### src/rtl/uart_rx_fifo.sv
// 16x-oversampling 8N1 UART receiver feeding a small show-ahead FIFO.
// Optional 8E1 framing with even-parity check when UART_RX_PARITY_EN is defined.
module uart_rx_fifo #(
  parameter int CLK_FREQ   = 100_000_000,
  parameter int BAUD       = 9600,
  parameter int FIFO_DEPTH = 4
) (
  input  logic                          clk,
  input  logic                          rst_n,
  input  logic                          rx,
  input  logic                          rd_en,
  output logic [7:0]                    rd_data,
  output logic                          empty,
  output logic                          full,
  output logic [$clog2(FIFO_DEPTH):0]   count,
  output logic                          rx_done,
  output logic                          frame_err,
  output logic                          overflow,
  output logic                          parity_err
);

  localparam int DIV = CLK_FREQ / (BAUD * 16);
  localparam int TW  = (DIV > 1) ? $clog2(DIV) : 1;
  localparam int AW  = $clog2(FIFO_DEPTH);

  typedef enum logic [2:0] {
    ST_IDLE,
    ST_START,
    ST_DATA,
    ST_PARITY,
    ST_STOP
  } state_t;

  logic [TW-1:0] tick_cnt_reg;
  logic          tick;
  logic          rx_meta_reg;
  logic          rx_sync_reg;

  state_t        state_reg, state_next;
  logic [3:0]    samp_reg, samp_next;
  logic [2:0]    bit_reg, bit_next;
  logic [7:0]    shift_reg, shift_next;
  logic          sample_bit;
  logic          push_req;
  logic          frame_bad;
  logic          mid_tick, last_tick;

  logic [7:0]    mem [FIFO_DEPTH];
  logic [AW:0]   wr_ptr_reg, rd_ptr_reg;
  logic          do_push, do_pop;

  // Free-running baud tick; receiver phase is tracked by samp_reg instead
  assign tick = (tick_cnt_reg == TW'(DIV - 1));

  always_ff @(posedge clk or negedge rst_n) begin
    if (!rst_n) begin
      tick_cnt_reg <= '0;
    end else if (tick) begin
      tick_cnt_reg <= '0;
    end else begin
      tick_cnt_reg <= tick_cnt_reg + TW'(1);
    end
  end

  always_ff @(posedge clk or negedge rst_n) begin
    if (!rst_n) begin
      rx_meta_reg <= 1'b1;
      rx_sync_reg <= 1'b1;
    end else begin
      rx_meta_reg <= rx;
      rx_sync_reg <= rx_meta_reg;
    end
  end

  assign mid_tick  = tick && (samp_reg == 4'd7);
  assign last_tick = tick && (samp_reg == 4'd15);

`ifdef UART_RX_PARITY_EN
  logic par_reg;
  logic sample_par;
  logic par_bad;

  always_ff @(posedge clk or negedge rst_n) begin
    if (!rst_n) begin
      par_reg <= 1'b0;
    end else if (sample_par) begin
      par_reg <= rx_sync_reg;
    end
  end
`endif

  always_comb begin
    state_next = state_reg;
    samp_next  = samp_reg;
    bit_next   = bit_reg;
    sample_bit = 1'b0;
    push_req   = 1'b0;
    frame_bad  = 1'b0;
`ifdef UART_RX_PARITY_EN
    sample_par = 1'b0;
    par_bad    = 1'b0;
`endif
    case (state_reg)
      ST_IDLE: begin
        if (!rx_sync_reg) begin
          state_next = ST_START;
          samp_next  = 4'd0;
        end
      end
      ST_START: begin
        if (tick) samp_next = samp_reg + 4'd1;
        if (mid_tick) begin
          if (rx_sync_reg) begin
            state_next = ST_IDLE;
          end else begin
            state_next = ST_DATA;
            bit_next   = 3'd0;
            samp_next  = 4'd0;
          end
        end
      end
      ST_DATA: begin
        if (tick) samp_next = samp_reg + 4'd1;
        if (last_tick) begin
          sample_bit = 1'b1;
          if (bit_reg == 3'd7) begin
`ifdef UART_RX_PARITY_EN
            state_next = ST_PARITY;
`else
            state_next = ST_STOP;
`endif
          end else begin
            bit_next = bit_reg + 3'd1;
          end
        end
      end
`ifdef UART_RX_PARITY_EN
      ST_PARITY: begin
        if (tick) samp_next = samp_reg + 4'd1;
        if (last_tick) begin
          sample_par = 1'b1;
          state_next = ST_STOP;
        end
      end
`endif
      ST_STOP: begin
        if (tick) samp_next = samp_reg + 4'd1;
        if (last_tick) begin
          state_next = ST_IDLE;
          if (!rx_sync_reg) begin
            frame_bad = 1'b1;
`ifdef UART_RX_PARITY_EN
          end else if (^{par_reg, shift_reg}) begin
            par_bad = 1'b1;
`endif
          end else begin
            push_req = 1'b1;
          end
        end
      end
      default: state_next = ST_IDLE;
    endcase
  end

  always_ff @(posedge clk or negedge rst_n) begin
    if (!rst_n) begin
      state_reg <= ST_IDLE;
      samp_reg  <= 4'd0;
      bit_reg   <= 3'd0;
      shift_reg <= 8'd0;
    end else begin
      state_reg <= state_next;
      samp_reg  <= samp_next;
      bit_reg   <= bit_next;
      shift_reg <= shift_next;
    end
  end

  genvar gi;
  generate
    for (gi = 0; gi < 8; gi++) begin : g_shift
      assign shift_next[gi] = (sample_bit && (bit_reg == 3'(gi))) ? rx_sync_reg : shift_reg[gi];
    end
  endgenerate

  // A pop frees the slot a full-FIFO push needs in the same cycle
  assign do_pop  = rd_en && !empty;
  assign do_push = push_req && (!full || do_pop);

  assign count   = wr_ptr_reg - rd_ptr_reg;
  assign empty   = (count == '0);
  assign full    = (count == (AW + 1)'(FIFO_DEPTH));
  assign rd_data = empty ? 8'h00 : mem[rd_ptr_reg[AW-1:0]];

  always_ff @(posedge clk) begin
    if (do_push) begin
      mem[wr_ptr_reg[AW-1:0]] <= shift_reg;
    end
  end

  always_ff @(posedge clk or negedge rst_n) begin
    if (!rst_n) begin
      wr_ptr_reg <= '0;
      rd_ptr_reg <= '0;
      rx_done    <= 1'b0;
      frame_err  <= 1'b0;
      overflow   <= 1'b0;
    end else begin
      if (do_push) wr_ptr_reg <= wr_ptr_reg + (AW + 1)'(1);
      if (do_pop)  rd_ptr_reg <= rd_ptr_reg + (AW + 1)'(1);
      rx_done   <= do_push;
      frame_err <= frame_bad;
      overflow  <= push_req && !do_push;
    end
  end

`ifdef UART_RX_PARITY_EN
  always_ff @(posedge clk or negedge rst_n) begin
    if (!rst_n) begin
      parity_err <= 1'b0;
    end else begin
      parity_err <= par_bad;
    end
  end
`else
  assign parity_err = 1'b0;
`endif

endmodule

### config.mk
export PLATFORM = sky130hd
export DESIGN_NAME = uart_rx_fifo
export DESIGN_NICKNAME = d
export VERILOG_FILES = /design/src/rtl/uart_rx_fifo.sv
export SDC_FILE = /design/constraint.sdc
export NUM_CORES = 1
export LEC_CHECK = 0
export CORE_UTILIZATION = 45
export DETAILED_ROUTE_END_ITERATION = 12
export PLACE_DENSITY = 0.66
export SLEW_MARGIN = 20
export SYNTH_ARGS = -nofsm -noshare
export SYNTH_HDL_FRONTEND = slang
export SYNTH_SLANG_ARGS = --single-unit
### constraint.sdc
create_clock -name clk -period 2.72 [get_ports clk]
set_clock_uncertainty 0.2 [all_clocks]
set_input_delay 0.272 -clock clk [delete_from_list [all_inputs] [get_ports clk]]
set_output_delay 0.272 -clock clk [all_outputs]
set_load 0.02 [all_outputs]
==> metrics.md <==
| Metric | Value |
|---|---|
| Peak VDD IR | 0.000422 V |
| Mean post-synth cell area | 13.6 sq um |
| Drt drc | 0 |
| DR iter-0 viols | 121 |
| CP Buf/Inv Count | 1 |
| Failing checks | negative setup slack |
| Initial core utilization | 0.477 |
| Max-slew headroom | 0.389 |
| Fin nets | 309 |
| Setup CP Type | flip-flop to output port |
| Most numerous cell in the Yosys netlist | dfrtp_1 |
| Ranking of synthesized cells by area | edfxtp_1 29%, dfrtp_1 28%, ha_1 5.6% |
| WHS Path Cells | 1 |
| Sequential-to-total area share from yosys stat | 0.582 |
| Setup ws final | -0.0472 ns |
| Die Area | 0.00775 sq mm |
| CP peak stage delay | 0.42 ns |
| Clock-pin slew on the worst setup and hold paths | 0.07 ns |
| Clock Latency Late Sink | 0.34 ns |
| DR vias/cell | 5.22 |
| Crit Reg-Reg Endpoint | mem[0][3] |
| Fraction of the cycle the final worst path needs | 1.02 |
| Fmax | 0.361 GHz |
| Sum Neg Setup Slack | -0.279 ns |
| Crit start category | flip-flop |
| Die X | 88.0 um |
| Pwr/cell area | 710 mW/mm^2 |
| Diode count | 0 |
| YS warnings | 0 |
| Clock Tree Buf Depth | 2 |
| Final Hold Viols | 0 |
| Crit-path cells | ha_4, fa_2, xor3_2, or2_4, and2_4, buf_6 |
| Worst Setup End Kind | output port |
| Final Max Slew Viols | 0 |
| Max FFs per register | 32 |
| Outcome | complete, but fails checks |
| Final RePlAce weighted congestion | 0.801 |
| CTS H-tree lvls | 3 |
| Worst reg2reg path startpoint | rd_ptr_reg[0] |
| #FFs+latches synth | 71 |
| RSZ-0062 raised after global routing | true |
| Top cells by count, synth | 37 x dfrtp_1, 32 x edfxtp_1, 15 x ha_1, 13 x and2_1, 13 x nand2_1 |
| Vias | 2034 |
| Crit path from | rd_ptr_reg[0] |
| Hold crit path type | input port to flip-flop |
| Crit-path slowest cell | dfrtp_1 |
| Fin crit period | 2.77 ns |
| Grt ovf | 0 |
| Mapped Area | 0.00333 sq mm |
| Largest net degree at the start of global routing | 40 |
| Hold Startpoint | rx |
| Layout Area Growth over Synthesis | 23.7% |
| CTS tree | done |
| Post-synthesis net count | 265 |
| Hold path endpoint | rx_meta_reg |
| Async SR Flop Fraction | 0.549 |
| Ports | 21 |
| Pleak | 0.00179 uW |
| Number of synthesized flops with an enable pin | 32 |
| Mapped Cells | 245 |
| Primary FF master, synth | dfrtp_1 |
| Vias in the first global route | 1962 |
| R2r setup slk | 0.05 ns |
| Reg2Reg Depth | 7 |
| Top-area cell type share of the netlist area | 0.289 |
| Port bufs | 19 |
| Post-route ant nets | 0 |
| Biggest area consumer among synthesized cells | edfxtp_1 |
| DP Wirelength | 3850 um |
| Die span in y | 88.0 um |
| Max Cap Viol | 0 |
| Initial DRT Pass Iterations | 4 |
| Worst path arrival time | 2.30 ns |
| Worst Path Max Fanout | 5 |
| Antenna violations before repair | 0 |
| WL final | 5790 um |
| Worst Path Required | 2.25 ns |
| Final setup viols | 8 |
| CTS root buf | clkbuf_8 |
| GRT Util Overall | 0.165 |
| Yosys cell types | 49 |
| Clock sinks | 71 |
| Worst-margin pin slew | 0.917 ns |
| Layout cells sized above 1 | 0.327 |
| Number of CTS-inserted buffers | 9 |
| Worst path top cell family by delay | adder cells |
| Core footprint | 0.00698 sq mm |
| Routed wire per std cell | 14.8 um |
| Setup WS pre-CTS | -0.0277 ns |
| First-pass GRT wire length | 9280 um |
| # rows | 30 |
[logic make-up after synthesis]
logic type,count (synthesis),synth area share
fa+ha+maj,16,0.0624
xor+xnor,13,0.0387
mux,21,0.0970
other cells,1,0.00113
compound gates,17,0.0372
flops,71,0.582
simple gates,84,0.152
buf+inv,22,0.0293
[layout make-up]
| class | instances | area, sq um |
|---|---|---|
| fillers | 574 | 2860 |
| flip-flops and latches | 71 | 1940 |
| multi-input cells | 153 | 1350 |
| repair buffers | 43 | 427 |
| clock buffers | 11 | 141 |
| well taps | 96 | 120 |
| clock inverters | 5 | 105 |
| inverters | 11 | 41.3 |
[layout by cell type, fill, tap and decap left out, types with 4 or more instances in the layout]
cell	n
a21oi_1	4
and2_1	4
and2_4	9
and3_1	5
buf_12	4
buf_4	19
buf_6	9
clkbuf_8	10
clkdlybuf4s50_1	6
dfrtp_1	37
edfxtp_1	32
ha_1	14
inv_1	10
mux2_2	9
mux4_2	8
nand2_1	12
nand3_1	11
nand4_1	10
nor2_1	7
o21ai_0	4
xnor2_1	8
xor2_1	4
[metrics by stage]
stage	power, uW	area (sq um)	util	hold slack, ns	instances
floorplan	1570	3330	-	-0.224	245
global placement	1850	3780	0.541	0.147	369
detailed placement	1860	3780	0.541	0.154	369
CTS	2870	4050	0.579	0.111	386
global route	3060	4120	0.590	0.108	390
finish	2920	4120	0.590	0.132	390
[worst max-delay path by stage]
stage | end | slack, ns | cells past startpoint
finish | rd_data[0] | -0.05 | 6
floorplan | mem[3][0] | 0.09 | 4
global route | rd_data[6] | -0.12 | 7
detailed placement | rd_data[3] | -0.03 | 7
global placement | rd_data[3] | -0.007 | 7
CTS | rd_data[3] | -0.03 | 7
[metal layers]
metal | vias to the layer above | GRT usage | routed length (um)
li1 | 987 | - | -
met1 | 1005 | 0.201 | 2520
met2 | 35 | 0.268 | 2940
met3 | 7 | 0.0622 | 242
met4 | 0 | 0.0660 | 82
met5 | - | 0 | 0
[power by group]
| part | internal (uW) | switching (uW) | total, uW | leakage (uW) |
|---|---|---|---|---|
| Clock | 634 | 376 | 1010 | 0.000116 |
| Sequential | 1140 | 28.9 | 1170 | 0.000879 |
| Combinational | 371 | 372 | 743 | 0.000795 |
[repair_timing]
item / 4_1_cts / 5_1_grt
hold endpoints to repair: 37 / 0
setup buffers: 0 / 3
endpoints found under the setup margin: 11 / 19
hold buffers: 1 / 0
gates resized for setup: 29 / 48
pin swaps: 1 / 4
cloned: 0 / 1
[worst register-to-register path, delay by kind of cell, from the launching register on]
kind	cells	cell delay, ns
adder cells (fa/ha/maj)	2	0.55
flip-flops	1	0.42
XOR/XNOR	1	0.42
buffers and inverters	2	0.32
AO/OA/AOI/OAI	1	0.27
AND/OR/NAND/NOR	1	0.21
Note: power is estimated with default switching activity, not from simulation.
